`config.mk`:
```
export PLATFORM = sky130hd
export DESIGN_NAME = hdmi_packet_scheduler_flat
export DESIGN_NICKNAME = d
export VERILOG_FILES = /design/src/rtl/hdmi_packet_scheduler_if.sv /design/src/rtl/hdmi_packet_scheduler.sv /design/src/flat_wrapper.sv
export SDC_FILE = /design/constraint.sdc
export NUM_CORES = 1
export LEC_CHECK = 0
export ABC_AREA = 1
export BUFFER_PORTS_ARGS = -buffer_cell sky130_fd_sc_hd__buf_2
export CELL_PAD_IN_SITES_DETAIL_PLACEMENT = 1
export CELL_PAD_IN_SITES_GLOBAL_PLACEMENT = 1
export CORE_ASPECT_RATIO = 0.6
export CORE_MARGIN = 8
export CORE_UTILIZATION = 37
export CTS_CLUSTER_SIZE = 40
export DETAILED_ROUTE_END_ITERATION = 8
export MAX_ROUTING_LAYER = met4
export PLACE_DENSITY_LB_ADDON = 0.1
export SLEW_MARGIN = 25
export SYNTH_ARGS = -nofsm -noshare
export SYNTH_HDL_FRONTEND = slang
export SYNTH_SLANG_ARGS = --single-unit
```
`constraint.sdc`:
```
create_clock -name clk_pixel -period 1.4 [get_ports clk_pixel]
set_input_delay 0.07 -clock clk_pixel [delete_from_list [all_inputs] [get_ports clk_pixel]]
set_output_delay 0.07 -clock clk_pixel [all_outputs]
set_load 0.01 [all_outputs]
```
`src/rtl/hdmi_packet_scheduler_if.sv`:
```
// rtl/hdmi_packet_scheduler_if.sv - port bundle between the packet scheduler and its sources/TMDS mux
interface hdmi_packet_scheduler_if #(
  parameter int NUM_SOURCES = 4,
  parameter int BIT_WIDTH   = 11
);
  logic [BIT_WIDTH:0]     cx;
  logic [BIT_WIDTH:0]     screen_start_x;
  logic [NUM_SOURCES-1:0] req;
  logic [NUM_SOURCES-1:0] ack;
  logic [2:0]             grant_index;
  logic                   island_preamble;
  logic                   island_guard;
  logic                   island_period;
  logic                   island_first;
  logic [4:0]             packet_counter;
  logic                   busy;

  modport master (
    input  cx, screen_start_x, req,
    output ack, grant_index, island_preamble, island_guard, island_period,
           island_first, packet_counter, busy
  );

  modport slave (
    output cx, screen_start_x, req,
    input  ack, grant_index, island_preamble, island_guard, island_period,
           island_first, packet_counter, busy
  );
endinterface

```
`src/rtl/hdmi_packet_scheduler.sv`:
```
// rtl/hdmi_packet_scheduler.sv - data island sequencer and packet-slot arbiter (HDMI_SCHED_ROUND_ROBIN_EN selects round-robin)
module hdmi_packet_scheduler #(
  parameter int NUM_SOURCES = 4,
  parameter int BIT_WIDTH   = 11,
  parameter int MAX_PACKETS = 18,
  parameter int MIN_CONTROL = 12,
  parameter int DVI_OUTPUT  = 0
) (
  input logic clk_pixel,
  input logic reset_n,
  hdmi_packet_scheduler_if.master bus
);
  localparam int XW = BIT_WIDTH + 2;

  typedef enum logic [2:0] {
    S_IDLE, S_PREAMBLE, S_LEAD_GUARD, S_PACKET, S_TRAIL_GUARD, S_COOLDOWN
  } state_t;

  state_t                 state, state_n;
  logic [7:0]             phase, phase_n;
  logic [4:0]             pkt_cnt, pkt_cnt_n;
  logic [7:0]             sent, sent_n;
  logic [2:0]             grant, grant_n;
  logic                   grant_load;
  logic [2:0]             search_base;
  logic [XW-1:0]          cx_w, ssx_w;
  logic                   start_ok, cont_ok;
  logic [NUM_SOURCES-1:0] grant_oh, eligible;

  // First set bit of m at or after base, wrapping around.
  function automatic logic [2:0] pick(input logic [NUM_SOURCES-1:0] m, input logic [2:0] base);
    logic [NUM_SOURCES-1:0] rot;
    logic [3:0]             off, idx;
    rot = NUM_SOURCES'({m, m} >> base);
    off = 4'd0;
    for (int i = NUM_SOURCES - 1; i >= 0; i--)
      if (rot[i]) off = 4'(i);
    idx = {1'b0, base} + off;
    if (idx >= 4'(NUM_SOURCES)) idx = idx - 4'(NUM_SOURCES);
    return idx[2:0];
  endfunction

`ifdef HDMI_SCHED_ROUND_ROBIN_EN
  logic [2:0] rr_ptr;

  always_ff @(posedge clk_pixel or negedge reset_n) begin
    if (!reset_n)        rr_ptr <= 3'd0;
    else if (grant_load) rr_ptr <= grant_n;
  end

  assign search_base = (rr_ptr == 3'(NUM_SOURCES - 1)) ? 3'd0 : rr_ptr + 3'd1;
`else
  assign search_base = 3'd0;
`endif

  // Window checks compare against screen_start_x directly so W never underflows.
  assign cx_w     = XW'(bus.cx);
  assign ssx_w    = XW'(bus.screen_start_x);
  assign grant_oh = NUM_SOURCES'(1) << grant;
  assign eligible = bus.req & ~grant_oh;

  assign start_ok = (DVI_OUTPUT == 0) && (|bus.req)
                 && (cx_w >= XW'(MIN_CONTROL - 1))
                 && (cx_w + XW'(MIN_CONTROL + 55) <= ssx_w)
                 && (ssx_w >= XW'(2 * MIN_CONTROL + 55));

  assign cont_ok  = (|eligible) && (sent < 8'(MAX_PACKETS))
                 && (cx_w + XW'(MIN_CONTROL + 45) <= ssx_w);

  always_ff @(posedge clk_pixel or negedge reset_n) begin
    if (!reset_n) begin
      state   <= S_IDLE;
      phase   <= 8'd0;
      pkt_cnt <= 5'd0;
      sent    <= 8'd0;
      grant   <= 3'd0;
    end else begin
      state   <= state_n;
      phase   <= phase_n;
      pkt_cnt <= pkt_cnt_n;
      sent    <= sent_n;
      grant   <= grant_n;
    end
  end

  always_comb begin
    state_n    = state;
    phase_n    = phase;
    pkt_cnt_n  = pkt_cnt;
    sent_n     = sent;
    grant_n    = grant;
    grant_load = 1'b0;

    case (state)
      S_IDLE: begin
        if (start_ok) begin
          state_n    = S_PREAMBLE;
          phase_n    = 8'd0;
          sent_n     = 8'd1;
          grant_n    = pick(bus.req, search_base);
          grant_load = 1'b1;
        end
      end
      S_PREAMBLE: begin
        if (phase == 8'd7) begin
          state_n = S_LEAD_GUARD;
          phase_n = 8'd0;
        end else begin
          phase_n = phase + 8'd1;
        end
      end
      S_LEAD_GUARD: begin
        if (phase == 8'd1) begin
          state_n   = S_PACKET;
          phase_n   = 8'd0;
          pkt_cnt_n = 5'd0;
        end else begin
          phase_n = phase + 8'd1;
        end
      end
      S_PACKET: begin
        // The 5-bit wrap leaves the counter at 0 whether we continue or leave.
        pkt_cnt_n = pkt_cnt + 5'd1;
        if (pkt_cnt == 5'd31) begin
          if (cont_ok) begin
            grant_n    = pick(eligible, search_base);
            grant_load = 1'b1;
            sent_n     = sent + 8'd1;
          end else begin
            state_n = S_TRAIL_GUARD;
            phase_n = 8'd0;
          end
        end
      end
      S_TRAIL_GUARD: begin
        if (phase == 8'd1) begin
          state_n = S_COOLDOWN;
          phase_n = 8'd0;
        end else begin
          phase_n = phase + 8'd1;
        end
      end
      S_COOLDOWN: begin
        if (phase == 8'(MIN_CONTROL - 1)) begin
          state_n = S_IDLE;
          phase_n = 8'd0;
        end else begin
          phase_n = phase + 8'd1;
        end
      end
      default: state_n = S_IDLE;
    endcase

    bus.busy            = (state != S_IDLE);
    bus.island_preamble = (state == S_PREAMBLE);
    bus.island_guard    = (state == S_LEAD_GUARD) || (state == S_TRAIL_GUARD);
    bus.island_period   = (state == S_PACKET);
    bus.island_first    = (state == S_PACKET) && (pkt_cnt == 5'd0) && (sent == 8'd1);
    bus.packet_counter  = pkt_cnt;
    bus.grant_index     = grant;
    bus.ack             = ((state == S_PACKET) && (pkt_cnt == 5'd31)) ? grant_oh : '0;
  end
endmodule
```
`src/flat_wrapper.sv`:
```
// flat-port wrapper written by rule: the top's interface ports become plain ports
module hdmi_packet_scheduler_flat 
#(
  parameter int NUM_SOURCES = 4,
  parameter int BIT_WIDTH   = 11,
  parameter int MAX_PACKETS = 18,
  parameter int MIN_CONTROL = 12,
  parameter int DVI_OUTPUT  = 0
)
  (clk_pixel, reset_n, bus_cx, bus_screen_start_x, bus_req, bus_ack, bus_grant_index, bus_island_preamble, bus_island_guard, bus_island_period, bus_island_first, bus_packet_counter, bus_busy);
  hdmi_packet_scheduler_if #(.NUM_SOURCES(NUM_SOURCES), .BIT_WIDTH(BIT_WIDTH)) bus_i ();
  input logic clk_pixel;
  input logic reset_n;
  input wire logic [$bits(bus_i.cx)-1:0] bus_cx;
  input wire logic [$bits(bus_i.screen_start_x)-1:0] bus_screen_start_x;
  input wire logic [$bits(bus_i.req)-1:0] bus_req;
  output wire logic [$bits(bus_i.ack)-1:0] bus_ack;
  output wire logic [$bits(bus_i.grant_index)-1:0] bus_grant_index;
  output wire logic [$bits(bus_i.island_preamble)-1:0] bus_island_preamble;
  output wire logic [$bits(bus_i.island_guard)-1:0] bus_island_guard;
  output wire logic [$bits(bus_i.island_period)-1:0] bus_island_period;
  output wire logic [$bits(bus_i.island_first)-1:0] bus_island_first;
  output wire logic [$bits(bus_i.packet_counter)-1:0] bus_packet_counter;
  output wire logic [$bits(bus_i.busy)-1:0] bus_busy;
  assign bus_i.cx = bus_cx;
  assign bus_i.screen_start_x = bus_screen_start_x;
  assign bus_i.req = bus_req;
  assign bus_ack = bus_i.ack;
  assign bus_grant_index = bus_i.grant_index;
  assign bus_island_preamble = bus_i.island_preamble;
  assign bus_island_guard = bus_i.island_guard;
  assign bus_island_period = bus_i.island_period;
  assign bus_island_first = bus_i.island_first;
  assign bus_packet_counter = bus_i.packet_counter;
  assign bus_busy = bus_i.busy;
  hdmi_packet_scheduler #(.NUM_SOURCES(NUM_SOURCES), .BIT_WIDTH(BIT_WIDTH), .MAX_PACKETS(MAX_PACKETS), .MIN_CONTROL(MIN_CONTROL), .DVI_OUTPUT(DVI_OUTPUT)) u_core (.clk_pixel(clk_pixel), .reset_n(reset_n), .bus(bus_i));
endmodule
```
### After elaboration in Yosys (flattened, before gate mapping)

Index checks and enable logic that the tools add are counted.

| cells by class | value |
|---|---|
| add/sub/neg operators | 7 |
| multipliers | 0 |
| div/mod/pow operators | 0 |
| order comparisons | 7 |
| eq/ne operators | 18 |
| shifts and indexed selects | 1 |
| muxes and demuxes | 41 |
| bitwise gates (word level) | 2 |
| reductions and logical operators | 22 |

Operators with widths:

| operator | number |
|---|---|
| $mux W8 | 9 |
| $pmux W8 S5 | 1 |
| $mux W3 | 12 |
| $le A13 B12 Y1 | 2 |
| $mux W4 | 6 |
| $pmux W3 S6 | 1 |
| $add A8 B1 Y8 const B | 2 |
| $eq A8 B1 Y1 const B | 2 |
| $mux W2 | 8 |
| $pmux W8 S2 | 1 |
| $ne A2 B1 Y1 const B | 7 |
| $add A12 B6 Y13 const B | 1 |
| $add A12 B7 Y13 const B | 1 |
| $ge A12 B4 Y1 const B | 1 |
| $ge A12 B7 Y1 const B | 1 |
| $pmux W5 S2 | 1 |
| $eq A8 B3 Y1 const B | 1 |
| $eq A8 B4 Y1 const B | 1 |
| $ge A4 B3 Y1 const B | 2 |
| $logic_and A1 B1 Y1 | 8 |
| $lt A8 B5 Y1 const B | 1 |
| $reduce_and A4 Y1 | 2 |
| $reduce_or A4 Y1 | 2 |
| $reduce_and A7 Y1 | 1 |
| other kinds (20) | 24 |

| word-level totals | value |
|---|---|
| register bits after elaboration | 27 |
| bits in latches | 0 |
| RAM bits | 0 |
| memory bits (read-only) | 0 |
| input port bits | 30 |
| output and inout port bits | 17 |
| logic and storage cells | 103 |
| memories | 0 |

### Depth between registers and ports, before layout

Gate-level depths: netlist of run 1.

| logic depth | value |
|---|---|
| depth after elaboration | 15 |
| depth in mapped cells | 19 |
| mapped depth without buffers | 19 |

### Worst setup path after synthesis of run 1

Ideal clock, no wire load.

| timing | value |
|---|---|
| path kind | input to register |
| start point | input bus_cx[2] |
| end point | register u_core.grant[1] (netlist: u_core.bus.grant_index[1]) |
| library setup time | 117 ps |
| arrival | 2174 ps |
| required time | 1283 ps |
| path slack | -891 ps |
| stages | 19 |
| buffers on the path | 1 |
| cells stage by stage | buf_6 -> o21ai_0 -> or2_2 -> nor2_1 -> or2_2 -> xor2_1 -> ha_1 -> nand2_1 -> nor2_1 -> a21oi_1 -> nand3_1 -> nand2_1 -> nand2_1 -> nand2_1 -> nand2_2 -> a21oi_4 -> nand2_4 -> nand2_1 -> nand2_1 |

| on the way | value |
|---|---|
| word-level cells in the longest chain between the ends | 6 |
| elaborated cells between the ends (all ways) | 12 |
| classes of those cells | add/sub (2); order compare (3); eq/ne (2); reduce/logical (5) |

Ends and longest elaborated chain:

| item | RTL line | RTL |
|---|---|---|
| from (decl) | flat_wrapper.sv:14 | `input wire logic [$bits(bus_i.cx)-1:0] bus_cx;` |
| $add A12 B7 Y13 or $ge A12 B4 Y1 (tied branches) | hdmi_packet_scheduler.sv:64, hdmi_packet_scheduler.sv:63 |  |
| $le A13 B12 Y1 or $logic_and A1 B1 Y1 (tied branches) | hdmi_packet_scheduler.sv:64, hdmi_packet_scheduler.sv:63 |  |
| $logic_and A1 B1 Y1 | hdmi_packet_scheduler.sv:64 | `&& (cx_w + XW'(MIN_CONTROL + 55) <= ssx_w)` |
| $logic_and A1 B1 Y1 | hdmi_packet_scheduler.sv:65 | `&& (ssx_w >= XW'(2 * MIN_CONTROL + 55));` |
| $ne A2 B1 Y1 (no line) | -- |  |
| $reduce_and A4 Y1 (no line) * | -- |  |
| to (signal assigned) | hdmi_packet_scheduler.sv:82 | `grant <= grant_n;` |
| to (decl) | hdmi_packet_scheduler.sv:23 | `logic [2:0] grant, grant_n;` |

Every way passes the cells marked *; elsewhere a longest branch is shown, timed or not.
A chain may end at the register's enable or synchronous reset.

### Final worst setup path of run 1

| timing | value |
|---|---|
| start point | input bus_cx[5] |
| end point | register u_core.state[1] |

| on the way | value |
|---|---|
| word-level cells in the longest chain between the ends | 6 |
| elaborated cells between the ends (all ways) | 12 |
| classes of those cells | add/sub (2); order compare (3); eq/ne (2); reduce/logical (5) |

Ends and longest elaborated chain:

| item | RTL line | RTL |
|---|---|---|
| $add A12 B7 Y13 or $ge A12 B4 Y1 (tied branches) | hdmi_packet_scheduler.sv:64, hdmi_packet_scheduler.sv:63 |  |
| $le A13 B12 Y1 or $logic_and A1 B1 Y1 (tied branches) | hdmi_packet_scheduler.sv:64, hdmi_packet_scheduler.sv:63 |  |
| $logic_and A1 B1 Y1 | hdmi_packet_scheduler.sv:64 |  |
| $logic_and A1 B1 Y1 | hdmi_packet_scheduler.sv:65 |  |
| $ne A2 B1 Y1 (no line) | -- |  |
| $reduce_and A7 Y1 (no line) * | -- |  |
| to (signal assigned) | hdmi_packet_scheduler.sv:78 | `state <= state_n;` |
| to (decl) | hdmi_packet_scheduler.sv:19 | `state_t state, state_n;` |

Marks and branches as above.

==> results by group, run 1 <==
Setup path
  • Critical Path AT: 2.86 ns
  • Max Fanout on Critical Path: 4
  • WS Path Type: in2reg
  • Worst path most repeated cell: nand2_1
  • Critical path startpoint category: primary input
  • Req. time, crit path: 1.61 ns
  • Critical path depth: 21
  • CP bufs+invs: 5
  • Critical path's top delay family: simple AND/OR/NAND/NOR gates
  • Critical path's slowest cell: ha_1
  • Worst Reg2Reg Path Length in Cells: 10
  • Crit-path cells: buf_2 -> nand2_4 -> buf_4 -> nor3_4 -> nor2_1 -> inv_1 -> buf_4 -> nand2_1 -> ha_1 -> nand2_1 -> a21oi_2 -> nor2_1 -> nand3_1 -> nand2_1 -> nand2_2 -> nand2_2 -> nand2_4 -> a21oi_4 -> buf_6 -> nand4_1 -> nand2_1
  • Crit end category: flip-flop
  • Slowest stage delay, CP: 0.32 ns

Synth
  • Synth Cell Area: 0.002849 mm²
  • Synth cell types: 38
  • Share of the synthesized area in the top cell type: 0.2284
  • Area leader, netlist: dfrtp_1
  • Syn nets: 486
  • #FFs+latches synth: 26
  • Synth top area cells: dfrtp_1 23%, ha_1 14%, nand2_1 14%, inv_1 9.0%, nand3_1 6.3%
  • Synth Instances: 424
  • Sequential area share after synthesis: 0.2284
  • Synth warn: 0
  • Mean Syn Cell Area: approximately 6.7 µm²

Timing
  • Period utilization: 1.895
  • Fmax: between 300 and 400 MHz
  • RSZ-0062 raised after global routing: true
  • Rel. slew slack: 0.5449
  • Setup violations, final: 35
  • Final worst setup slack: -1.253 ns
  • Tmin final: 2.653 ns
  • Final Hold Fails: 0
  • Final hold slack: 0.1469 ns
  • Fin. max-slew vios: 0
  • Worst Tran Pin Value: 0.6827 ns
  • Worst Skew: 0.001872 ns

Hold path
  • Hold Path Stages: 4
  • Min-delay worst type: in2reg

Global route
  • Initial antenna violation count: 0
  • GRT Total Usage: 0.2306
  • Largest net degree at the start of global routing: 27
  • First-pass GRT wire length: ~19000 µm
  • GRT overflow: 0
  • Vias in the first global route: 3820

Route
  • Total wire length: 14070 µm
  • Drt via density: 5.414
  • DRT iter0 DRCs: 249
  • # DRC: 0
  • Average wire per standard cell: 20.81 µm
  • ANT nets after route: 0
  • First-pass detailed-route iteration total: 5
  • Via count: 3660

Placed design
  • Hpwl dp: between 8000 and 9000 µm
  • IO Port Bufs: 45
  • Gpl congestion: roughly 0.86
  • Placement Setup Slack: -1.286 ns

Floorplanning
  • Core box area: ~0.0074 mm²
  • I/O pins: 47
  • Die Wd: 129.3 µm
  • Die height: 83.97 µm
  • # rows: 24
  • Initial Util: 0.3872
  • Die area: ~0.011 mm²

Clocking
  • CTS tree: yes
  • TritonCTS sink count: 26
  • Clk Latency, worst-skew pair: 0.27 ns
  • H-tree Lvls: 1
  • Clock Tree Root: clkbuf_16
  • Clock Tree Buf Depth: 2
  • Num CTS Buffers: 3
  • Worst-path clk slew: 0.07 ns

Power
  • Reg power frac: 0.175
  • Combinational group share of total power: 0.710
  • Cell Pwr Density: around 1400 mW/mm²
  • Power Internal: 3.356 mW
  • Leak: about 2.4 nW
  • Switching power: 3.135 mW
  • Max IR drop VDD: 0.7758 mV
  • Switching Fraction: 0.4829
  • Part of the power in the clock network: 0.115

Outcome
  • Failing checks: negative setup slack
  • Outcome: complete, but fails checks

Cells and area
  • Share of cells above drive strength 1: 0.4091
  • Post-layout util: 0.6112
  • Synth-to-Final Area Change: 57.84%
  • N_diodes: 0
  • Commonest non-fill, non-tap cell in the layout: nand2_1
  • Fill cells: 962
  • Final #Nets: around 640
  • Most frequent cells in the layout: 91 x nand2_1, 88 x buf_4, 62 x inv_1

Job
  • Maxcap violations: 0
-- metrics by stage --
stage / TNS (ns) / area [µm²] / std cells / power [mW]
finish: -26.33 / 4497 / 676 / 6.491
global route: -28.44 / 4497 / 676 / 6.853
CTS: -18.80 / 4280 / 671 / 5.653
detailed placement: -26.64 / 3844 / 656 / 4.306
global placement: -24.02 / 3844 / 656 / 4.142
floorplan: -15.10 / 2869 / 424 / 2.752
-- worst min-delay path, stage by stage --
cell     delay [ns]
buf_2          0.11
o31ai_1        0.08
nand3_1        0.08
nand2_1        0.05
-- state kept, by name, indices dropped and copies added, names as in the netlist --
| signal | cells |
|---|---|
| u_core.bus.grant_index | 2 |
| u_core.sent | 8 |
| u_core.phase | 8 |
| u_core.bus.packet_counter | 5 |
| u_core.state | 3 |
-- kinds of logic (layout without fill, tap and decap cells) --
| family | Yosys count | after routing | synth area share |
|---|---|---|---|
| other | 1 | 1 | 0.001316 |
| xor gates and xnor gates | 19 | 19 | 0.05841 |
| and+or+nand+nor | 223 | 223 | 0.3707 |
| adders and majority gates | 32 | 32 | 0.1405 |
| AOI/OAI and AO/OA | 44 | 44 | 0.08740 |
| DFF | 26 | 26 | 0.2284 |
| buffers and inverters | 79 | 227 | 0.1133 |
-- cell type report --
type	count	area, µm²	share of cell area
Timing Repair Buffer	150	1151	0.2560
Multi-Input combinational cell	319	2183	0.4855
Tap cell	104	130.1	0.02894
Inverter	73	289.0	0.06427
Clock buffer	4	88.84	0.01976
Sequential cell	26	654.4	0.1455
-- power by group through the flow --
stage	combinational, mW	clock (mW)	sequential [mW]
final	4.61	0.746	1.14
after global routing	4.92	0.785	1.15
after CTS	3.81	0.741	1.10
after detailed placement	3.19	0	1.12
after global placement	3.04	0	1.11
after floorplan	1.59	0	1.16
-- synth_stat cells --
master and number:
buf_6 2, or2_2 4, nand3b_1 2, a211oi_1 1
o31ai_1 2, dfrtp_1 26, nor2_1 35, nand2_4 6
clkinv_2 1, nand2_1 103, a22oi_1 1, nor3_1 15
o211ai_1 1, o21bai_1 1, inv_2 3, nor3b_1 1
nand2_2 2, buf_2 3, buf_4 1, nand4_2 1
a21oi_1 15, o21ai_1 4, o22ai_1 2, conb_1 1
nand3_1 36, ha_1 32, nand4_4 1, or2_0 1
nor3_2 1, nor2_2 6, nand3_4 1, inv_1 68
inv_4 1, xor2_1 16, xnor2_1 3, a21oi_4 1
o21ai_0 16, nand4_1 8
-- per-layer routing --
layer,share of wire,up-vias,track usage
met1,0.41,1771,0.2677
met4,0.035,0,0.06681
met2,0.49,182,0.3894
met3,0.070,48,0.05038
met5,0,-,-
li1,-,1659,-
-- what timing repair did --
action / 4_1_cts / 5_1_grt
cloned: 0 / 0
hold buffers: 1 / 0
hold endpoints to repair: 26 / 0
pin swaps: 18 / 26
resized for setup: 70 / 44
endpoints found under the setup margin: 33 / 35
setup buffers: 11 / 9
-- worst paths after layout --
check	to	slack [ns]	startpoint
worst max-delay path	u_core.state[1]	-1.25	bus_cx[5]
worst min-delay path	u_core.bus.grant_index[0]	0.15	bus_req[0]
worst max register to register	u_core.state[0]	-0.61	u_core.phase[7]
worst min register to register	u_core.phase[4]	0.50	u_core.phase[4]
max in group asynchronous	u_core.state[0]	0.52	reset_n
min in group asynchronous	u_core.sent[2]	0.39	reset_n
No activity file was read; power rests on OpenSTA's default activity.
==> inputs of run 2 (changes only) <==
--- a/config.mk
+++ b/config.mk
@@ -16,6 +16,7 @@
 export DETAILED_ROUTE_END_ITERATION = 8
 export MAX_ROUTING_LAYER = met4
 export PLACE_DENSITY_LB_ADDON = 0.1
+export RECOVER_POWER = 25
 export SLEW_MARGIN = 25
 export SYNTH_ARGS = -nofsm -noshare
 export SYNTH_HDL_FRONTEND = slang
==> run 2 against run 1 <==
The flow still finishes with violations (negative setup slack). Critical path depth is the same. Sequential share of layout area is the same. Routed wire length is essentially flat. Clock power is essentially flat. Die area is the same. Critical path type unchanged. Critical endpoint unchanged. Largest power group unchanged.
==> results by group, run 2 (synthesized netlist as in run 1, its figures left out) <==
Outcome
  • Outcome: complete, but fails checks
  • Failing checks: negative setup slack

Placed design
  • IO Port Bufs: 45 (unchanged)
  • Placement Setup Slack: -1.286 ns (unchanged)
  • Placed insts: 656 (unchanged)
  • Hpwl dp: 8442 µm (unchanged)
  • Gpl congestion: 0.8602 (unchanged)

Setup path
  • Req. time, crit path: 1.61 ns (about the same)
  • Worst path most repeated cell: nand2_1
  • Max Fanout on Critical Path: 4 (unchanged)
  • Critical path's slowest cell: ha_1
  • Critical Path AT: 2.86 ns (about the same)
  • WS Path Type: in2reg
  • Critical path's top delay family: simple AND/OR/NAND/NOR gates
  • Crit-path cells: buf_2 -> nand2_4 -> buf_4 -> nor3_4 -> nor2_1 -> inv_1 -> buf_4 -> nand2_1 -> ha_1 -> nand2_1 -> a21oi_2 -> nor2_1 -> nand3_1 -> nand2_1 -> nand2_2 -> nand2_2 -> nand2_4 -> a21oi_4 -> buf_6 -> nand4_1 -> nand2_1
  • Crit end category: flip-flop
  • Critical path startpoint category: primary input
  • CP bufs+invs: 5 (unchanged)
  • Slowest stage delay, CP: 0.32 ns (about the same)

Route
  • Drt via density: 5.413 (about the same)
  • # DRC: 0 (unchanged)
  • Total wire length: 14070 µm (about the same)
  • Average wire per standard cell: 20.81 µm (about the same)
  • Via count: 3659 (-0.027%)
  • First-pass detailed-route iteration total: 5 (unchanged)
  • DRT iter0 DRCs: 249 (unchanged)
  • ANT nets after route: 0 (unchanged)

Clocking
  • Clock Tree Buf Depth: 2 (unchanged)
  • CTS tree: yes
  • Clock Tree Root: clkbuf_16
  • TritonCTS sink count: 26 (unchanged)
  • H-tree Lvls: 1 (unchanged)
  • Worst-path clk slew: 0.07 ns (about the same)
  • Clk Latency, worst-skew pair: 0.27 ns (about the same)
  • Num CTS Buffers: 3 (unchanged)

Global route
  • First-pass GRT wire length: 19270 µm (unchanged)
  • Vias in the first global route: 3820 (unchanged)
  • Initial antenna violation count: 0 (unchanged)
  • GRT Total Usage: 0.2306 (unchanged)
  • Largest net degree at the start of global routing: 27 (unchanged)
  • GRT overflow: 0 (unchanged)

Hold path
  • Min-delay worst type: in2reg

Cells and area
  • N_diodes: 0 (unchanged)
  • Post-route insts no fill: 676 (unchanged)
  • Fill cells: 962 (unchanged)
  • Final #Nets: 635 (unchanged)
  • Post-layout util: 0.6112 (unchanged)
  • Synth-to-Final Area Change: 57.84% (unchanged)
  • Most frequent cells in the layout: 91 x nand2_1, 88 x buf_4, 62 x inv_1
  • Commonest non-fill, non-tap cell in the layout: nand2_1
  • Share of cells above drive strength 1: 0.4091 (unchanged)

Power
  • Max IR drop VDD: 0.7758 mV (about the same)
  • Part of the power in the clock network: 0.115 (about the same)
  • Switching Fraction: 0.4829 (about the same)
  • Power Internal: 3.356 mW (about the same)
  • Leak: 2.382 nW (about the same)
  • Combinational group share of total power: 0.710 (about the same)
  • Cell Pwr Density: 1443 mW/mm² (about the same)
  • Switching power: 3.135 mW (about the same)
  • Reg power frac: 0.175 (about the same)

Floorplanning
  • Die area: 0.01086 mm² (unchanged)
  • Core box area: 0.007357 mm² (unchanged)
  • Die Wd: 129.3 µm (unchanged)
  • Die height: 83.97 µm (unchanged)
  • # rows: 24 (unchanged)
  • Initial Util: 0.3872 (unchanged)
  • I/O pins: 47 (unchanged)

Timing
  • Worst Tran Pin Value: 0.7597 ns (+0.07709 ns)
  • Setup violations, final: 35 (unchanged)
  • Period utilization: 1.895 (unchanged)
  • RSZ-0062 raised after global routing: true
  • Fin. max-slew vios: 0 (unchanged)
  • Rel. slew slack: 0.4935 (-0.05140)
  • Tmin final: 2.653 ns (unchanged)
  • Aggregate negative setup slack: -26.33 ns (unchanged)
  • Final worst setup slack: -1.253 ns (unchanged)
  • Worst Skew: 0.001872 ns (unchanged)
  • Fmax: 376.9 MHz (unchanged)
  • Final Hold Fails: 0 (unchanged)

Job
  • Maxcap violations: 0 (unchanged)
## run 2: path summary, 6_finish.rpt
| check | cells after the start | slack, ns | from | endpoint |
|---|---|---|---|---|
| setup / recovery | 21 | -1.25 | bus_cx[5] | u_core.state[1] |
| hold / removal | 4 | 0.15 | bus_req[0] | u_core.bus.grant_index[0] |
| setup reg to reg | 10 | -0.61 | u_core.phase[7] | u_core.state[0] |
| hold reg to reg | 2 | 0.50 | u_core.phase[4] | u_core.phase[4] |
| max in group asynchronous | 2 | 0.44 | reset_n | u_core.state[0] |
| min in group asynchronous | 2 | 0.42 | reset_n | u_core.sent[2] |
## run 2: power by group through the flow
stage                     Combinational, mW  Sequential (mW)  Clock (mW)
final                                  4.61             1.14       0.746
after global routing                   4.92             1.15       0.785
after CTS                              3.81             1.10       0.741
after detailed placement               3.19             1.12           0
after global placement                 3.04             1.11           0
after floorplan                        1.59             1.16           0
## run 2: what timing repair did
action / in CTS / in global routing
endpoints found under the hold margin: 26 / 0
gates cloned: 0 / 0
hold buffers: 1 / 0
endpoints found under the setup margin: 33 / 35
setup buffers: 11 / 9
gates resized for setup: 70 / 44
pin swaps: 18 / 26
## run 2: area by class of cell
type | instances | area [µm²] | share of cell area
sequential | 26 | 654.4 | 0.1455
tap | 104 | 130.1 | 0.02894
timing repair buffer | 150 | 1151 | 0.2560
inverter | 73 | 289.0 | 0.06427
clock buffer | 4 | 88.84 | 0.01976
multi-input combinational | 319 | 2183 | 0.4855
## run 2: layer usage
metal  GRT usage  vias to the layer above  part of all wire
li1            -                     1659                 -
met2      0.3894                      182              0.49
met4     0.06681                        0             0.035
met1      0.2677                     1770              0.41
met3     0.05038                       48             0.070
met5           -                        -                 0
## run 2: stage by stage
| step | hold WS (ns) | instance area [µm²] | total power, mW |
|---|---|---|---|
| 2_1_floorplan | -0.2256 | 2869 | 2.752 |
| 3_3_place_gp | 0.1162 | 3844 | 4.142 |
| 3_5_place_dp | 0.1393 | 3844 | 4.306 |
| 4_1_cts | 0.1457 | 4280 | 5.653 |
| 5_1_grt | 0.2016 | 4497 | 6.852 |
| 6_report | 0.1469 | 4497 | 6.491 |
## run 2: worst register-to-register path: stages (launching register included)
cell,delay [ns]
dfrtp_1,0.40
nor2_1,0.13
nand3_1,0.10
inv_2,0.08
nand4_1,0.13
nand2_1,0.14
nand2_1,0.09
nor2_1,0.29
nand4_1,0.26
nand2_1,0.18
nand2_1,0.10
